===== config.mk =====
export PLATFORM = sky130hd
export DESIGN_NAME = reg_file_ws
export DESIGN_NICKNAME = d
export VERILOG_FILES = /design/src/rtl/reg_file_pkg.sv /design/src/rtl/reg_file_ws_counter.sv /design/src/rtl/reg_file_ws.sv
export SDC_FILE = /design/constraint.sdc
export NUM_CORES = 1
export LEC_CHECK = 0
export CAP_MARGIN = 20
export CORE_UTILIZATION = 55
export CTS_BUF_LIST = sky130_fd_sc_hd__clkbuf_8 sky130_fd_sc_hd__clkbuf_16
export DETAILED_ROUTE_END_ITERATION = 6
export PLACE_DENSITY = 0.84
export SLEW_MARGIN = 20
export SYNTH_ARGS = -nofsm -noshare
export SYNTH_HDL_FRONTEND = slang
export SYNTH_HIERARCHICAL = 1
export SYNTH_SLANG_ARGS = --single-unit

===== constraint.sdc =====
create_clock -name clk -period 2.2 [get_ports clk]
set_input_delay 0.22 -clock clk [delete_from_list [all_inputs] [get_ports clk]]
set_output_delay 0.22 -clock clk [all_outputs]
set_load 0.005 [all_outputs]

===== src/rtl/reg_file_pkg.sv =====
// reg_file_pkg: shared types and helpers for the wait-stated register bank.
//   rf_state_t  - transfer FSM states (IDLE, WAIT, RESP)
//   rf_idx_w    - width of the word index for a given register count
//   strb_merge  - byte-lane merge of new data into an old word
package reg_file_pkg;

  typedef enum logic [1:0] {
    IDLE = 2'd0,
    WAIT = 2'd1,
    RESP = 2'd2
  } rf_state_t;

  // Widest register the merge helper handles; callers zero-extend into it
  // and truncate the result back to their own width.
  localparam int RF_MAX_DW = 256;

  // Wait-state counter width (supports 0..15 wait states).
  localparam int RF_CNT_W = 4;

  // Index width is clog2(depth), kept at least 1 so a single-register bank
  // still has a sliceable index (index 1 is then caught as out of range).
  function automatic int rf_idx_w(input int depth);
    return (depth > 2) ? $clog2(depth) : 1;
  endfunction

  // Each byte lane with its strobe set takes the new byte, others keep old.
  function automatic logic [RF_MAX_DW-1:0] strb_merge(
    input logic [RF_MAX_DW-1:0]   old_v,
    input logic [RF_MAX_DW-1:0]   new_v,
    input logic [RF_MAX_DW/8-1:0] strb
  );
    logic [RF_MAX_DW-1:0] res;
    res = old_v;
    for (int b = 0; b < RF_MAX_DW / 8; b++) begin
      if (strb[b]) begin
        res[8*b +: 8] = new_v[8*b +: 8];
      end
    end
    return res;
  endfunction

endpackage


===== src/rtl/reg_file_ws_counter.sv =====
// ws_counter: loadable 4-bit down-counter that times the wait states.
//   clk      - clock
//   rst      - asynchronous active-low reset (count clears to 0)
//   load     - load load_val on the next rising edge
//   load_val - value to load
//   zero     - high while the count is 0
// The count decrements every cycle until it reaches 0 and then holds.
module ws_counter
  import reg_file_pkg::*;
(
  input  logic                clk,
  input  logic                rst,
  input  logic                load,
  input  logic [RF_CNT_W-1:0] load_val,
  output logic                zero
);

  logic [RF_CNT_W-1:0] count_reg;

  always_ff @(posedge clk or negedge rst) begin
    if (!rst) begin
      count_reg <= '0;
    end else if (load) begin
      count_reg <= load_val;
    end else if (count_reg != '0) begin
      count_reg <= count_reg - 1'b1;
    end
  end

  assign zero = (count_reg == '0);

endmodule


===== src/rtl/reg_file_ws.sv =====
// reg_file_ws: word-addressed register bank with byte strobes, programmable
// wait states, per-register read-only protection and a registered response.
//   clk      - clock, everything sampled on the rising edge
//   rst      - asynchronous active-low reset
//   rd_en    - read request
//   wr_en    - write request
//   address  - byte address; word index = address[IDX_W+1:2]
//   wr_data  - write data
//   wr_strb  - byte-lane write enables
//   rd_data  - registered read data, non-zero only in a read response cycle
//   ready    - low only while a transfer is waiting
//   error    - registered error flag, valid in the response cycle
// Parameters: DATA_WIDTH (multiple of 8, at most RF_MAX_DW), ADDR_WIDTH,
// REG_FILE_DEPTH, WAIT_STATES (0..15), RO_MASK (bit i = register i read-only).
module reg_file_ws
  import reg_file_pkg::*;
#(
  parameter int DATA_WIDTH     = 32,
  parameter int ADDR_WIDTH     = 32,
  parameter int REG_FILE_DEPTH = 16,
  parameter int WAIT_STATES    = 0,
  parameter logic [REG_FILE_DEPTH-1:0] RO_MASK = {REG_FILE_DEPTH{1'b0}}
) (
  input  logic                    clk,
  input  logic                    rst,
  input  logic                    rd_en,
  input  logic                    wr_en,
  input  logic [ADDR_WIDTH-1:0]   address,
  input  logic [DATA_WIDTH-1:0]   wr_data,
  input  logic [DATA_WIDTH/8-1:0] wr_strb,
  output logic [DATA_WIDTH-1:0]   rd_data,
  output logic                    ready,
  output logic                    error
);

  localparam int IDX_W    = rf_idx_w(REG_FILE_DEPTH);
  localparam int STRB_W   = DATA_WIDTH / 8;
  localparam int IDX_SPAN = 1 << IDX_W;

  // Depth and read-only mask widened to cover every encodable index.
  localparam logic [IDX_W:0]        DEPTH_L = (IDX_W + 1)'(REG_FILE_DEPTH);
  localparam logic [IDX_SPAN-1:0]   RO_EXT  = IDX_SPAN'(RO_MASK);
  localparam logic [RF_CNT_W-1:0]   WS_LOAD =
    (WAIT_STATES > 0) ? RF_CNT_W'(WAIT_STATES - 1) : '0;

  rf_state_t state_reg, state_next;

  logic accept;
  logic cnt_load;
  logic cnt_zero;

  // Request as seen at the commit edge.
  logic [ADDR_WIDTH-1:0] c_addr;
  logic [DATA_WIDTH-1:0] c_data;
  logic [STRB_W-1:0]     c_strb;
  logic                  c_rd;
  logic                  c_wr;
  logic                  commit;

  logic [IDX_W-1:0]      c_idx;
  logic                  range_err;
  logic                  align_err;
  logic                  both_err;
  logic                  ro_err;
  logic                  req_err;
  logic                  mem_we;

  logic [DATA_WIDTH-1:0] rd_word;
  logic [DATA_WIDTH-1:0] wr_word;
  logic [REG_FILE_DEPTH-1:0][DATA_WIDTH-1:0] mem_flat;

  logic [DATA_WIDTH-1:0] rd_data_reg;
  logic                  error_reg;

  assign ready  = (state_reg != WAIT);
  assign accept = ready & (rd_en | wr_en);

  ws_counter u_ws_counter (
    .clk      (clk),
    .rst      (rst),
    .load     (cnt_load),
    .load_val (WS_LOAD),
    .zero     (cnt_zero)
  );

  // With no wait states the accept edge is also the commit edge, so the
  // live inputs are committed directly. Otherwise the request is held in
  // registers until the counter expires.
  generate
    if (WAIT_STATES == 0) begin : g_direct
      assign c_addr = address;
      assign c_data = wr_data;
      assign c_strb = wr_strb;
      assign c_rd   = rd_en;
      assign c_wr   = wr_en;
      assign commit = accept;
    end else begin : g_latched
      logic [ADDR_WIDTH-1:0] req_addr_reg;
      logic [DATA_WIDTH-1:0] req_data_reg;
      logic [STRB_W-1:0]     req_strb_reg;
      logic                  req_rd_reg;
      logic                  req_wr_reg;

      always_ff @(posedge clk or negedge rst) begin
        if (!rst) begin
          req_addr_reg <= '0;
          req_data_reg <= '0;
          req_strb_reg <= '0;
          req_rd_reg   <= 1'b0;
          req_wr_reg   <= 1'b0;
        end else if (accept) begin
          req_addr_reg <= address;
          req_data_reg <= wr_data;
          req_strb_reg <= wr_strb;
          req_rd_reg   <= rd_en;
          req_wr_reg   <= wr_en;
        end
      end

      assign c_addr = req_addr_reg;
      assign c_data = req_data_reg;
      assign c_strb = req_strb_reg;
      assign c_rd   = req_rd_reg;
      assign c_wr   = req_wr_reg;
      assign commit = (state_reg == WAIT) & cnt_zero;
    end
  endgenerate

  // Request decode and error classification.
  assign c_idx     = c_addr[IDX_W+1:2];
  assign range_err = ((c_addr >> (IDX_W + 2)) != '0) || ({1'b0, c_idx} >= DEPTH_L);
  assign align_err = (c_addr[1:0] != 2'b00);
  assign both_err  = c_rd & c_wr;
  assign ro_err    = c_wr & RO_EXT[c_idx];
  assign req_err   = range_err | align_err | both_err | ro_err;
  assign mem_we    = commit & c_wr & ~req_err;

  always_comb begin
    rd_word = '0;
    for (int i = 0; i < REG_FILE_DEPTH; i++) begin
      if (c_idx == IDX_W'(i)) begin
        rd_word = mem_flat[i];
      end
    end
  end

  assign wr_word = DATA_WIDTH'(strb_merge(RF_MAX_DW'(rd_word),
                                          RF_MAX_DW'(c_data),
                                          (RF_MAX_DW / 8)'(c_strb)));

  // Registers are individual flops so the whole bank clears on reset.
  genvar gi;
  generate
    for (gi = 0; gi < REG_FILE_DEPTH; gi++) begin : g_reg
      logic [DATA_WIDTH-1:0] word_reg;

      always_ff @(posedge clk or negedge rst) begin
        if (!rst) begin
          word_reg <= '0;
        end else if (mem_we && (c_idx == IDX_W'(gi))) begin
          word_reg <= wr_word;
        end
      end

      assign mem_flat[gi] = word_reg;
    end
  endgenerate

  // Transfer FSM.
  always_comb begin
    state_next = state_reg;
    cnt_load   = 1'b0;
    case (state_reg)
      IDLE: begin
        if (accept) begin
          if (WAIT_STATES > 0) begin
            state_next = WAIT;
            cnt_load   = 1'b1;
          end else begin
            state_next = RESP;
          end
        end
      end
      WAIT: begin
        if (cnt_zero) begin
          state_next = RESP;
        end
      end
      RESP: begin
        if (accept) begin
          if (WAIT_STATES > 0) begin
            state_next = WAIT;
            cnt_load   = 1'b1;
          end else begin
            state_next = RESP;
          end
        end else begin
          state_next = IDLE;
        end
      end
      default: begin
        state_next = IDLE;
      end
    endcase
  end

  // Response registers: loaded on the edge entering RESP, cleared otherwise
  // so rd_data and error live for exactly one response cycle.
  always_ff @(posedge clk or negedge rst) begin
    if (!rst) begin
      state_reg   <= IDLE;
      rd_data_reg <= '0;
      error_reg   <= 1'b0;
    end else begin
      state_reg <= state_next;
      if (commit) begin
        error_reg   <= req_err;
        rd_data_reg <= (c_rd & ~req_err) ? rd_word : '0;
      end else begin
        error_reg   <= 1'b0;
        rd_data_reg <= '0;
      end
    end
  end

  assign rd_data = rd_data_reg;
  assign error   = error_reg;

endmodule

After elaboration in Yosys (flattened, before gate mapping). Memory sizes are Yosys's and may differ from the RTL's. Index checks and enable logic that the tools add are counted.

Register bits after elaboration: 551. ROM bits: 16. Memories kept: 1. Output and inout bits: 34. Logic and storage cells: 105.

Memory list: (name not given) (depth 16, bits a word 1, rd ports 1, clocked after Yosys merged registers in 0, wr ports 0, RTL line reg_file_ws.sv:134) `assign ro_err = c_wr & RO_EXT[c_idx];`.

Bitwise logic cells: 11. Magnitude comparators: 1. Eq/ne operators: 20. Reductions and logical operators: 23. Multiplexer cells: 28. Add/subtract/negate cells: 1.

Operators by type and width (count): two-way mux 32 bit (18); equality test 4 bit (second input constant) (8); two-way mux 8 bit (4); nonzero test 32 bit (1); equality test 4 x 3 -> 1 bit (second input constant) (4); logical AND 1 bit (16); equality test 4 x 2 -> 1 bit (second input constant) (2); logical NOT 4 bit (2); bitwise AND 1 bit (6); two-way mux 2 bit (3); one-hot mux 2 bit (3 select lines) (1); < comparator 4 x 5 -> 1 bit (second input constant) (1); equality test 4 x 1 -> 1 bit (second input constant) (1); inequality test 2 bit (second input constant) (2); bitwise OR 1 bit (4); nonzero test 4 bit (1); subtractor 4 x 1 -> 4 bit (second input constant) (1); equality test 2 x 1 -> 1 bit (second input constant) (1); equality test 2 bit (second input constant) (1); logical NOT 2 bit (1); two-way mux 1 bit (2); inequality test 2 x 1 -> 1 bit (second input constant) (1); AND reduction 2 bit (1); nonzero test 2 bit (1); inverter 1 bit (1).

Depth between registers and ports, before layout.
Depth in word-level cells: 19. Gate-level depth with buffers: 14. Gate-level depth less buffers: 6.

Worst setup path after synthesis. Ideal clock, no wire load.

Kind: input-to-reg. From: input address[3]. To: register g_reg[0].word_reg[4]. Path buffers: 5. Data arrival time: 2.192 ns. Required time: 2.075 ns. Cell stages on the path: 11. Setup slack: -0.117 ns. Path through: buf_4 -> buf_6 -> buf_4 -> buf_2 -> buf_6 -> nor3b_1 -> o21ai_0 -> a22o_1 -> a221o_1 -> a22o_1 -> mux2_2.

Cells in the longest elaborated chain, start to end: 18. Elaborated cells on any way between the ends: 40. Those cells by class: eq/ne (15); mux (18); bitwise (4); reduce/logical (2); memory (1).

Ends and longest elaborated chain: start, declared (RTL line reg_file_ws.sv:28) `input logic [ADDR_WIDTH-1:0] address,`; logical NOT 4 bit (RTL line reg_file_ws.sv:141, reg_file_ws.sv:160); two-way mux 32 bit (16 in a row) (RTL line reg_file_ws.sv:141) `if (c_idx == IDX_W'(i)) begin`; two-way mux 8 bit (RTL line reg_file_pkg.sv:35) `if (strb[b]) begin`; end signal, assigned (RTL line reg_file_ws.sv:161) `word_reg <= wr_word;`; end, declared (RTL line reg_file_ws.sv:155) `logic [DATA_WIDTH-1:0] word_reg;`.

Parallel ways exist; a longest one is shown, timed or not. The select of a mux whose other input is x is not followed. A chain may end at the register's enable or synchronous reset.

Worst setup path in the final report.
From: register g_reg[9].word_reg[30]. To: register g_reg[5].word_reg[30].

Cells in the longest elaborated chain, start to end: 8.

Ends and longest elaborated chain (RTL line): start, declared (reg_file_ws.sv:155); start signal, assigned (reg_file_ws.sv:161); two-way mux 32 bit (7 in a row) (reg_file_ws.sv:141); two-way mux 8 bit (reg_file_pkg.sv:35); end signal, assigned (reg_file_ws.sv:161); end, declared (reg_file_ws.sv:155).

Every way passes these cells.

==> out/metrics.json <==
{
  "status": "finished with violations",
  "failed_checks": "DRC, setup timing",
  "numPlacedInstances": 3495,
  "cp_data_required_time_ps": 2720,
  "antenna_left": 0,
  "max_clock_freq_mhz": 432,
  "post_route_cells_drive_above_1_share": 0.307,
  "floorplan.die.width_um": 222,
  "buffer_ports.inserted": 104,
  "synth_common_cells": "dfrtp_1 (545), nor2_1 (254), mux2_2 (250)",
  "synth_ff_type": "dfrtp_1",
  "synth_seq_cells": 545,
  "seq_area_frac_synth": 0.512,
  "slew_violations": 0,
  "grt_pass1_wl_um": 145000,
  "maximum_fanout_along_the_worst_path": 7,
  "synth_area_leaders": "dfrtp_1 (51%), mux2_2 (11%), nor2_1 (3.6%)",
  "rrSetupSlack_ps": -110,
  "clock_tree.root_cell": "clkbuf_16",
  "clock_tree.buffer_depth": 3,
  "syn_avg_cell_area_um2": 10.5,
  "synth_enable_flop_cells": 0,
  "hold_viol": 0,
  "number_of_global_route_vias_before_repair": 24500,
  "gp_congestion": 1.01,
  "buffers_and_inverters_on_the_worst_path": 0,
  "clkSlewWorstSetupHoldPaths_ps": 70,
  "number_of_inserted_filler_cells_in_the_final_layout": 3121,
  "top_level_ports": 106,
  "critPathMaxStageDelay_ps": 590,
  "synth_largest_area_cell": "dfrtp_1",
  "global_route.overflow_total": 0,
  "setup_viol_count_final": 21,
  "detail_route.iter0.violations": 3732,
  "cp_cell_sequence": "mux2_4 > a22oi_2 > o22ai_1 > a2111o_1 > o21ba_2 > mux2_2",
  "worstHoldPathType": "in -> async",
  "floorplan.initialDensity": 0.558,
  "worstReg2RegEnd": "g_reg[5].word_reg[30]$_DFFE_PN0P_",
  "syn-cell-area_um2": 26600,
  "cp_top_family": "compound AO/OA/AOI/OAI gates",
  "critPathKind": "reg -> reg",
  "setup_slack_after_layout_ps": -113,
  "cap_viol_max_count": 0,
  "synth.top_cell.area_share": 0.512,
  "num-nets-final": 3014,
  "max_reg_flops": 512,
  "cts_tree": "built",
  "synth.net_count": 2619,
  "yosys_warnings": 6,
  "cellPowerDensity_nw_per_um2": 672,
  "critical_path.slowest_cell": "a2111o_1",
  "slew_headroom": 0.478,
  "number_of_standard_cells_in_the_layout_taps_in_and_fillers_out": 3601,
  "area_growth_syn_to_layout_pct": 26.9,
  "hold_slack_ps": 129,
  "post_synth_num_cell_types": 98,
  "core_area_um2": 47700,
  "synth.most_common_cell": "dfrtp_1",
  "worst_slew_pin_slew_ps": 780,
  "leakage_nw": 15.7,
  "maximum_number_of_pins_on_one_net_before_global_route_repair": 69,
  "global_route.usage.total": 0.386,
  "number_of_antenna_violations_at_the_first_check_in_global_routing": 1,
  "unrepaired_setup_endpoints_after_global_routing": "yes",
  "startpoint_of_the_worst_register_to_register_path": "g_reg[9].word_reg[30]$_DFFE_PN0P_",
  "chipHeight_um": 222,
  "placementRows": 80,
  "asyncSetResetFlopFracSynth": 1.00,
  "first_pass_iters": 7,
  "layout.core_utilization": 0.708,
  "clock_skew_ps": 19.8,
  "peakVddDrop_mv": 0.674,
  "clock_latency_ps": 640,
  "preCtsSetupSlack_ps": -633,
  "period_needed_ps": 2310,
  "dr_total_vias": 24500,
  "avgViaCountPerCell": 6.79,
  "cts_made_buffers": 55,
  "place_hpwl_um": 67200,
  "post_synth_inst_count": 2547,
  "report.power.total_mw": 22.7,
  "h_tree_depth": 2,
  "timing.critical_path.from_type": "register",
  "critPathArrivalTime_ps": 2840,
  "rr_worst_depth": 6,
  "route.final.wire_length_um": 96900,
  "setup_crit_end_kind": "register",
  "cts_sinks": 545,
  "detail_route.drc_violations": 22,
  "layout_worst_path_cycle_share": 1.05,
  "wl_per_instance_um": 26.9,
  "die_area_um2": 49300
}
## cells in the final DEF, fill, tap and decap left out, types with 8 or more instances in the layout
master,n
nand2b_1,24
mux2_2,231
a211oi_1,19
and3_1,8
nand3_1,14
nand4_1,16
dfrtp_1,545
o221a_2,9
o31ai_1,63
a21oi_1,163
nor2b_1,40
o2bb2ai_1,15
clkinv_2,13
o21ai_1,8
nor3_1,13
a22o_1,8
mux2i_1,30
o21ai_0,131
a22oi_1,49
inv_1,26
nand3b_1,9
clkdlybuf4s50_1,99
o221ai_1,10
clkbuf_16,55
nor2_1,250
nand2_1,224
bufinv_16,10
o22ai_1,61
o211ai_1,10
and2_1,10
mux2_4,23
o21a_1,11
a31oi_1,101
buf_4,405
buf_12,68
a221oi_1,10
## power breakdown
part           internal, mW  switching (mW)
clock network          5.93            4.17
registers              10.0        0.000312
logic                 0.974            1.59
total                  16.9            5.77
## how the worst max path moves through the flow
stage	start	to	cells past startpoint
after detailed placement	address[28]	rd_data[18]$_DFF_PN0_	11
after floorplan	address[2]	g_reg[0].word_reg[4]$_DFFE_PN0P_	10
after CTS	address[28]	rd_data[18]$_DFF_PN0_	11
final	g_reg[9].word_reg[30]$_DFFE_PN0P_	g_reg[5].word_reg[30]$_DFFE_PN0P_	6
after global routing	g_reg[9].word_reg[30]$_DFFE_PN0P_	g_reg[5].word_reg[30]$_DFFE_PN0P_	6
after global placement	address[2]	g_reg[0].word_reg[20]$_DFFE_PN0P_	12
## area by class of cell
| cell class | instances | area (um^2) | share of cell area |
|---|---|---|---|
| Antenna cell | 1 | 2.50 | 0.0000741 |
| Inverter | 16 | 60.1 | 0.00178 |
| Sequential cell | 545 | 13600 | 0.404 |
| Clock inverter | 39 | 470 | 0.0139 |
| Timing Repair Buffer | 581 | 5480 | 0.162 |
| Clock buffer | 61 | 1460 | 0.0432 |
| Tap cell | 615 | 769 | 0.0228 |
| Multi-Input combinational cell | 1743 | 11900 | 0.353 |
## kinds of logic after synthesis
family          after synthesis  synth area share
compound gates              767             0.192
simple gates                686             0.124
flops                       545             0.512
mux                         286             0.121
buf+inv                     262            0.0511
other cells                   1          0.000141
## repair_timing
action | 4_1_cts | 5_1_grt
buffers inserted | 0 | 1
gates resized for setup | 6 | 30
endpoints found under the hold margin | 44 | 0
hold buffers | 1 | 0
pin swaps | 1 | 6
gates cloned | 0 | 4
endpoints found under the setup margin | 57 | 157
## per-stage QoR
| stage | setup TNS [ps] | instance area, um^2 |
|---|---|---|
| 5_1_grt | -2430 | 33800 |
| 6_report | -1530 | 33800 |
| 3_5_place_dp | -217240 | 31700 |
| 2_1_floorplan | -806 | 26800 |
| 4_1_cts | 0 | 33600 |
| 3_3_place_gp | -168530 | 31700 |
## layer usage
layer | GRT usage | up-vias | share of wire
li1 | - | 10100 | -
met1 | 0.488 | 11900 | 0.36
met2 | 0.595 | 1931 | 0.44
met3 | 0.110 | 517 | 0.14
met4 | 0.223 | 0 | 0.068
met5 | 0 | - | 0
(Power assumes the default switching activity.)
